[config.mk]
export PLATFORM = sky130hd
export DESIGN_NAME = ahb_uart_arbiter
export DESIGN_NICKNAME = d
export VERILOG_FILES = /design/src/rtl/ahb_uart_pkg.sv /design/src/rtl/ahb_uart_arbiter_rr.sv /design/src/rtl/ahb_uart_arbiter.sv
export SDC_FILE = /design/constraint.sdc
export NUM_CORES = 1
export LEC_CHECK = 0
export BUFFER_PORTS_ARGS = -buffer_cell sky130_fd_sc_hd__buf_2
export CORE_ASPECT_RATIO = 0.8
export CORE_MARGIN = 3
export CORE_UTILIZATION = 27
export CTS_CLUSTER_DIAMETER = 60
export DETAILED_ROUTE_END_ITERATION = 8
export PLACE_DENSITY_LB_ADDON = 0.12
export RECOVER_POWER = 25
export SLEW_MARGIN = 40
export SYNTH_ARGS = -nofsm -noshare
export SYNTH_HDL_FRONTEND = slang
export SYNTH_HIERARCHICAL = 1
export SYNTH_SLANG_ARGS = --single-unit
export TNS_END_PERCENT = 10
[constraint.sdc]
create_clock -name clk_i -period 2.5 [get_ports clk_i]
set_input_delay 0.125 -clock clk_i [delete_from_list [all_inputs] [get_ports clk_i]]
set_output_delay 0.125 -clock clk_i [all_outputs]
set_load 0.005 [all_outputs]
[src/rtl/ahb_uart_pkg.sv]
// ahb_uart_pkg: arbiter states and the AHB-Lite encodings shared by the UART bridge arbiter
package ahb_uart_pkg;
  typedef enum logic [1:0] {IDLE, ADDR, DATA, DONE} state_t;
  localparam logic [1:0] HTRANS_IDLE   = 2'b00;
  localparam logic [1:0] HTRANS_NONSEQ = 2'b10;
  localparam logic [1:0] HTRANS_SEQ    = 2'b11;
  localparam logic [1:0] HRESP_OKAY    = 2'b00;
  localparam logic [1:0] HRESP_ERROR   = 2'b01;
  localparam logic [2:0] HSIZE_WORD    = 3'b010;
  localparam logic [2:0] HBURST_INCR   = 3'b001;
endpackage

[src/rtl/ahb_uart_arbiter_rr.sv]
// rr_arbiter2: two-way round-robin picker; a tie goes to the side not served last
module rr_arbiter2 (
  input  logic       clk,
  input  logic       rst,
  input  logic [1:0] req,
  input  logic       upd,
  input  logic       upd_id,
  output logic [1:0] gnt
);
  logic last_q, last_d;
  always_comb begin
    last_d = upd ? upd_id : last_q;
    gnt = &req ? (last_q ? 2'b01 : 2'b10) : req;
  end
  always_ff @(posedge clk) last_q <= rst ? 1'b1 : last_d;
endmodule

[src/rtl/ahb_uart_arbiter.sv]
// ahb_uart_arbiter: round-robin AHB-Lite master sharing the UART bridge between CPU and debug ports
module ahb_uart_arbiter
  import ahb_uart_pkg::*;
#(
  parameter int BEATS   = 4,
  parameter int TIMEOUT = 255
) (
  input  logic        clk_i,
  input  logic        rst_i,
  input  logic [1:0]  req_i,
  input  logic [1:0]  write_i,
  input  logic [31:0] addr0_i,
  input  logic [31:0] addr1_i,
  input  logic [31:0] wdata0_i,
  input  logic [31:0] wdata1_i,
  output logic [1:0]  gnt_o,
  output logic [1:0]  beat_ack_o,
  output logic [31:0] rdata_o,
  output logic [1:0]  err_o,
  output logic        HSEL_o,
  output logic [1:0]  HTRANS_o,
  output logic        HWRITE_o,
  output logic [31:0] HADDR_o,
  output logic [2:0]  HSIZE_o,
  output logic [2:0]  HBURST_o,
  output logic [31:0] HWDATA_o,
  input  logic        HREADY_i,
  input  logic [1:0]  HRESP_i,
  input  logic [31:0] HRDATA_i
);
  state_t      state_q, state_d;
  logic        owner_q, owner_d;
  logic [4:0]  count_q, count_d;
  logic [15:0] wait_q, wait_d;
  logic [1:0]  gnt_q, gnt_d, ack_q, ack_d, err_q, err_d, htrans_q, htrans_d, pick;
  logic [31:0] rdata_q, rdata_d, haddr_q, haddr_d, hwdata_q, hwdata_d;
  logic        hsel_q, hsel_d, hwrite_q, hwrite_d;

  rr_arbiter2 u_rr (
    .clk    (clk_i),
    .rst    (rst_i),
    .req    (req_i),
    .upd    (state_q == DONE),
    .upd_id (owner_q),
    .gnt    (pick)
  );

  always_comb begin
    state_d  = state_q;
    owner_d  = owner_q;
    count_d  = count_q;
    wait_d   = wait_q;
    gnt_d    = gnt_q;
    ack_d    = '0;
    err_d    = '0;
    rdata_d  = rdata_q;
    hsel_d   = hsel_q;
    htrans_d = htrans_q;
    hwrite_d = hwrite_q;
    haddr_d  = haddr_q;
    hwdata_d = hwdata_q;
    case (state_q)
      IDLE: if (|req_i) begin
        state_d  = ADDR;
        owner_d  = pick[1];
        count_d  = '0;
        gnt_d    = pick;
        hsel_d   = 1'b1;
        htrans_d = HTRANS_NONSEQ;
        hwrite_d = write_i[pick[1]];
        haddr_d  = pick[1] ? addr1_i : addr0_i;
      end
      ADDR: begin
        state_d  = DATA;
        htrans_d = HTRANS_IDLE;
        wait_d   = '0;
        hwdata_d = owner_q ? wdata1_i : wdata0_i;
      end
      DATA: if (HREADY_i) begin
        if (HRESP_i != HRESP_OKAY) begin
          err_d   = gnt_q;
          hsel_d  = 1'b0;
          state_d = DONE;
        end else begin
          ack_d   = gnt_q;
          rdata_d = hwrite_q ? rdata_q : HRDATA_i;
          count_d = count_q + 5'd1;
          // the owner dropping req only ends the burst once the current beat is done
          if (count_q == 5'(BEATS - 1) || !req_i[owner_q]) begin
            hsel_d  = 1'b0;
            state_d = DONE;
          end else begin
            state_d  = ADDR;
            htrans_d = HTRANS_SEQ;
            haddr_d  = haddr_q + 32'd4;
          end
        end
      end else if (wait_q == 16'(TIMEOUT - 1)) begin
        err_d   = gnt_q;
        hsel_d  = 1'b0;
        state_d = DONE;
      end else begin
        wait_d = wait_q + 16'd1;
      end
      DONE: begin
        gnt_d   = '0;
        state_d = IDLE;
      end
      default: state_d = IDLE;
    endcase
  end

  always_ff @(posedge clk_i) begin
    if (rst_i) begin
      state_q  <= IDLE;
      owner_q  <= 1'b0;
      count_q  <= '0;
      wait_q   <= '0;
      gnt_q    <= '0;
      ack_q    <= '0;
      err_q    <= '0;
      rdata_q  <= '0;
      hsel_q   <= 1'b0;
      htrans_q <= HTRANS_IDLE;
      hwrite_q <= 1'b0;
      haddr_q  <= '0;
      hwdata_q <= '0;
    end else begin
      state_q  <= state_d;
      owner_q  <= owner_d;
      count_q  <= count_d;
      wait_q   <= wait_d;
      gnt_q    <= gnt_d;
      ack_q    <= ack_d;
      err_q    <= err_d;
      rdata_q  <= rdata_d;
      hsel_q   <= hsel_d;
      htrans_q <= htrans_d;
      hwrite_q <= hwrite_d;
      haddr_q  <= haddr_d;
      hwdata_q <= hwdata_d;
    end
  end

  assign gnt_o      = gnt_q;
  assign beat_ack_o = ack_q;
  assign err_o      = err_q;
  assign rdata_o    = rdata_q;
  assign HSEL_o     = hsel_q;
  assign HTRANS_o   = htrans_q;
  assign HWRITE_o   = hwrite_q;
  assign HADDR_o    = haddr_q;
  assign HWDATA_o   = hwdata_q;
  assign HSIZE_o    = HSIZE_WORD;
  assign HBURST_o   = HBURST_INCR;
endmodule

==> results of run 1 <==
==> worst reg2reg max path, delay by kind of cell (launching register included) <==
family / cells / cell delay (ns)
AOI/OAI and AO/OA: 2 / 0.61
adders and majority gates: 1 / 0.20
buffers and inverters: 1 / 0.23
DFF: 1 / 0.37
and+or+nand+nor: 3 / 0.75
==> per-stage QoR <==
stage                     hold slack (ns)  cells  area, um^2
after floorplan                     0.234    798        6490
after global placement              0.366   1349        8210
after detailed placement            0.373   1349        8210
after CTS                          0.0293   1413        9140
after global routing               0.0402   1413        9070
final                              0.0385   1413        9070
==> layer usage <==
metal  up-vias  global-route usage  share of wire
met5         -                   0              0
met4         0              0.0366         0.0065
met3        10              0.0530          0.076
met1      3150               0.233           0.47
met2       237               0.264           0.45
li1       3439                   -              -
==> registers in the layout, indices dropped and copies added, names as in the netlist <==
| name | cells |
|---|---|
| HWDATA_o | 32 |
| HTRANS_o | 2 |
| wait_q | 16 |
| count_q | 5 |
| err_o | 2 |
| HSEL_o | 1 |
| gnt_o | 2 |
| state_q | 2 |
| HADDR_o | 32 |
| rdata_o | 32 |
| beat_ack_o | 2 |
| owner_q | 1 |
| u_rr/last_q | 1 |
| HWRITE_o | 1 |
==> cell families (layout without fill, tap and decap cells) <==
kind of cell	after synthesis	after routing	share of synthesized area
and+or+nand+nor	309	309	0.230
buffers and inverters	71	374	0.0477
DFF	131	131	0.405
adders and majority gates	4	4	0.00773
muxes	61	61	0.0958
other	2	6	0.00116
AOI/OAI and AO/OA	209	209	0.203
xor gates and xnor gates	7	7	0.00947
==> cell usage in the layout (no fill, tap or decap), types with 32 or more instances in the layout <==
master           n
dfxtp_1        130
dlygate4sd3_1   32
nand2_1        110
a211oi_1        45
clkbuf_1        54
a21oi_1         86
o21ai_0         35
mux2i_1         53
nor2_1          69
buf_2          220
==> timing repair <==
| item | in CTS | in global routing |
|---|---|---|
| hold buffers | 32 | 0 |
| endpoints found under the setup margin | 0 | 0 |
| hold endpoints to repair | 32 | 0 |
==> worst paths after layout <==
check | start | endpoint | slack, ns | cells past startpoint
min reg2reg | rdata_o[21] | rdata_o[21] | 0.45 | 2
max reg2reg | count_q[0] | HADDR_o[22] | 0.24 | 7
min | wdata0_i[19] | HWDATA_o[19] | 0.04 | 3
max | count_q[0] | HADDR_o[22] | 0.24 | 7
==> report_power, final <==
group	internal [W]	total (W)	switching (W)	leakage, nW
registers	0.00229	0.00249	0.000205	1.07
logic	0.000583	0.00132	0.000742	2.27
clock network	0.00158	0.00261	0.00103	0.292
total	0.00445	0.00643	0.00197	3.63
==> area by class of cell <==
class / instances / area [um^2] / area share
clock buffer: 18 / 429 / 0.0473
clock inverter: 14 / 176 / 0.0195
timing repair buffer: 332 / 1820 / 0.201
multi-input combinational: 596 / 3590 / 0.396
tap: 312 / 390 / 0.0430
inverter: 10 / 37.5 / 0.00414
sequential: 131 / 2620 / 0.289
==> qor.yml, run 1 <==
status: "completed"
synthDistinctLibCells: 68
synth_top_area_frac: 0.405
nets: 1261
crit_path_max_fanout: 11
grt_pass1_wl_um: 34900
p_per_area_nw_per_um2: 709
die_w_um: 179
portBuffers: 274
grt.total_usage: 0.170
cts_inserted_buffers: 17
drive_gt1_frac: 0.283
cts_tree: "built"
post-route-period-util: 0.904
dpl.hpwl_um: 16500
syn-instance-count: 794
ctsResizeCount: 0
h-tree-depth: 4
ir_drop_v: 0.000362
drc: 0
gp_congestion: 0.758
worst-path-buf-inv: 1
synth_edf_count: 0
cts_sinks: 131
grt_overflow_total: 0
maxSlewHeadroom: 0.528
fin_setup_tns_ns: 0
synth.most_common_cell: "dfxtp_1"
synthTopCellsByArea: "dfxtp_1 (40%), mux2i_1 (8.2%), a21oi_1 (6.6%), nand2_1 (6.4%), a211oi_1 (5.2%)"
crit_slowest_cell: "or4b_4"
worstPathArrival_ns: 2.58
synth_seq_cells: 131
worst_slack_ns: 0.240
yosysTopAreaCell: "dfxtp_1"
pre_cts_slack_ns: 0.257
ctsLongestPathBuffers: 2
critPathMaxStageDelay_ns: 0.50
finalCoreUtilization: 0.387
viasPerCell: 4.84
grt_max_degree: 65
cts-root-buf: "clkbuf_16"
grt_pass1_vias: 6391
row_count: 50
startpoint_type: "register"
hp-class: "in2reg"
ys_seq_area_frac: 0.405
critical_path_class: "reg2reg"
finalCriticalPeriod_ns: 2.26
postRouteAntennaNets: 0
nFillCells: 2490
hold_violations: 0
crit_family: "simple AND/OR/NAND/NOR gates"
p_total_w: 0.00643
ys_dominant_reg_cell: "dfxtp_1"
postCtsSetupBuffers: 0
drv_slew: 0
die-height_um: 145
synthArstFlopShare: 0
cp.required_ns: 2.82
worst_pin_slew_ns: 0.707
ys_top_cells_by_count: "dfxtp_1 (131), nand2_1 (110), a21oi_1 (86), nor2_1 (71), mux2i_1 (53)"
synth_area_um2: 6480
p_leak_nw: 3.63
yosysWarnings: 6
dieArea_um2: 25900
syn-mean-instance-area_um2: 8.16
maxCapViolCount: 0
skew_ns: 0.0165
antenna_found_initial: 0
wl_um: 22800
clkTransAtPathRegs_ns: 0.06
diodes: 0
fmax_mhz: 443
vias: 6836
drt_pre_antenna_iters: 5
end_kind: "register"
core_area_um2: 23500
setup_violations: 0
wire_per_inst_um: 16.2
rsz0062_at_grt: "no"
ios: 281
dr.first_iter.drc_count: 408
syn_to_final_growth_pct: 40.0
clock_latency_ns: 0.42
initial_core_util: 0.276
cp_cell_sequence: "ha_1 > or4b_4 > and2_1 > o21ai_2 > buf_4 > nand2_1 > a211oi_1"
No activity file was read; power rests on OpenSTA's default activity.
==> run 2: changes to the inputs <==
Clock period 2.5 ns to 2.59 ns, I/O delays scaled along.
==> run 2 against run 1 <==
Clock power is 3% higher. Sequential power fell by 4%. Core utilization increased by 0.080 points. Largest cell class unchanged.
==> qor.yml, run 2 (same netlist as run 1, synthesis figures left out) <==
grt_overflow_total: 0  # unchanged
startpoint_type: "register"
critPathMaxStageDelay_ns: 0.50  # about the same
grt-busiest-layer: "met2"
drc: 0  # unchanged
ctsResizeCount: 0  # unchanged
reg2reg_from: "count_q[0]"
ios: 281  # unchanged
worstHoldStart: "wdata0_i[8]"
end_kind: "register"
vias: 6673  # -2.4%
nets: 1258  # -0.24%
fmax_mhz: 466  # +5.2%
p_per_area_nw_per_um2: 702  # -0.95%
syn_to_final_growth_pct: 40.3
fin_setup_tns_ns: 0  # unchanged
multiInputGateArea_um2: 3590  # unchanged
rsz0062_at_grt: "no"
postCtsSetupBuffers: 0  # unchanged
postRouteAntennaNets: 0  # unchanged
post-route-period-util: 0.829  # -0.0747
row_count: 50  # unchanged
ir_drop_v: 0.000520  # +43%
die-height_um: 145  # unchanged
crit_slowest_cell: "or4b_4"
whs_path_depth: 3  # unchanged
status: "completed"
nFillCells: 2464  # -1.0%
dr.first_iter.drc_count: 377  # -7.6%
grt_use_met3: 0.0564  # +0.00341
maxSlewHeadroom: 0.561  # +0.0329
grt.total_usage: 0.170  # about the same
regArea_um2: 2620  # unchanged
antenna_found_initial: 0  # unchanged
initial_core_util: 0.276  # unchanged
cts_inserted_buffers: 17  # unchanged
cp.required_ns: 2.90  # +0.08 ns
worstReg2RegEnd: "HADDR_o[29]"
portBuffers: 274  # unchanged
critical_path_class: "reg2reg"
diodes: 0  # unchanged
layout_commonest_cell: "buf_2"
grt_pass1_wl_um: 34600  # -0.99%
cts-root-buf: "clkbuf_16"
wire_per_inst_um: 16.0  # -1.3%
grt_use_met2: 0.257  # -0.00680
maxCapViolCount: 0  # unchanged
placed_area_um2: 8190  # -0.27%
use_met1: 0.235  # +0.00196
worst-path-buf-inv: 1  # unchanged
drt_pre_antenna_iters: 5  # unchanged
cts_tree: "built"
crit_path_max_fanout: 12  # +1
cp_cell_sequence: "ha_1 > or4b_4 > and2_1 > o21ai_2 > buf_4 > a21oi_1 > o22a_1"
setup_violations: 0  # unchanged
core_area_um2: 23500  # unchanged
clkTransAtPathRegs_ns: 0.06  # about the same
worst_slack_ns: 0.442  # +0.202 ns
holdPathEnd: "HWDATA_o[8]"
finalCriticalPeriod_ns: 2.15  # -0.112 ns
gp_congestion: 0.827  # +9.1%
p_leak_nw: 3.63  # about the same
dpl.hpwl_um: 16300  # -1.2%
grt_pass1_vias: 6207  # -2.9%
grt_max_degree: 65  # unchanged
ctsLongestPathBuffers: 2  # unchanged
crit_family: "simple AND/OR/NAND/NOR gates"
rrSetupSlack_ns: 0.44  # +0.20 ns
h-tree-depth: 4  # unchanged
dieArea_um2: 25900  # unchanged
hold_violations: 0  # unchanged
reg2reg_depth: 7  # unchanged
worstPathArrival_ns: 2.45  # -0.13 ns
drive_gt1_frac: 0.279  # -0.00469
drv_slew: 0  # unchanged
final_cell_mix: "buf_2 (218), dfxtp_1 (130), nand2_1 (110)"
worst_pin_slew_ns: 0.656  # -0.0518 ns
clock_latency_ns: 0.42  # about the same
skew_ns: 0.00780  # -0.00866 ns
final_area_um2: 9090  # +0.21%
pre_cts_slack_ns: 0.428  # +0.171 ns
viasPerCell: 4.73  # -2.2%
postCtsHoldBufs: 32  # unchanged
die_w_um: 179  # unchanged
cts_sinks: 131  # unchanged
hp-class: "in2reg"
wl_um: 22500  # -1.5%
run 2: changes by cell type in the layout (fill, tap and decap cells not counted):
cell        previous run  this run
clkinvlp_4             2         1
bufinv_16              3         5
inv_6                  5         2
clkbuf_1              54        57
clkbuf_8               0         1
buf_4                 27        24
buf_2                220       218
run 2: per-stage QoR:
step / util / hold WS, ns / cells / total power [W]
2_1_floorplan: - / 0.238 / 798 / 0.00313
3_3_place_gp: 0.349 / 0.370 / 1346 / 0.00371
3_5_place_dp: 0.349 / 0.375 / 1346 / 0.00371
4_1_cts: 0.390 / 0.0274 / 1410 / 0.00649
5_1_grt: 0.387 / 0.0396 / 1410 / 0.00674
6_report: 0.387 / 0.0502 / 1410 / 0.00638
run 2: how the worst max path moves through the flow:
stage                from     endpoint  cells past startpoint
2_1_floorplan  HADDR_o[2]  HADDR_o[28]                      6
3_3_place_gp   count_q[0]  HADDR_o[29]                      7
3_5_place_dp     HREADY_i  HADDR_o[31]                      7
4_1_cts        HADDR_o[2]  HADDR_o[18]                      6
5_1_grt        state_q[1]  HADDR_o[10]                      6
6_report       count_q[0]  HADDR_o[29]                      7
run 2: worst min-delay path, delay by kind of cell:
family,cells,cell delay (ns)
multiplexers,1,0.11
buffers and inverters,1,0.09
AO/OA/AOI/OAI,1,0.08
run 2: layout make-up:
type / instances / share of cell area
Clock inverter: 12 / 0.0223
Multi-Input combinational cell: 596 / 0.395
Tap cell: 312 / 0.0430
Inverter: 10 / 0.00413
Sequential cell: 131 / 0.289
Clock buffer: 20 / 0.0491
Timing Repair Buffer: 329 / 0.198
run 2: routing by layer:
metal,vias up,part of all wire
met5,-,0
met4,0,0.011
met1,3018,0.47
met2,200,0.44
met3,20,0.074
li1,3435,-
run 2: report_power, final:
part	switching [W]	internal, W
Combinational	0.000718	0.000560
Clock	0.000959	0.00174
Sequential	0.000193	0.00221
Total	0.00187	0.00451
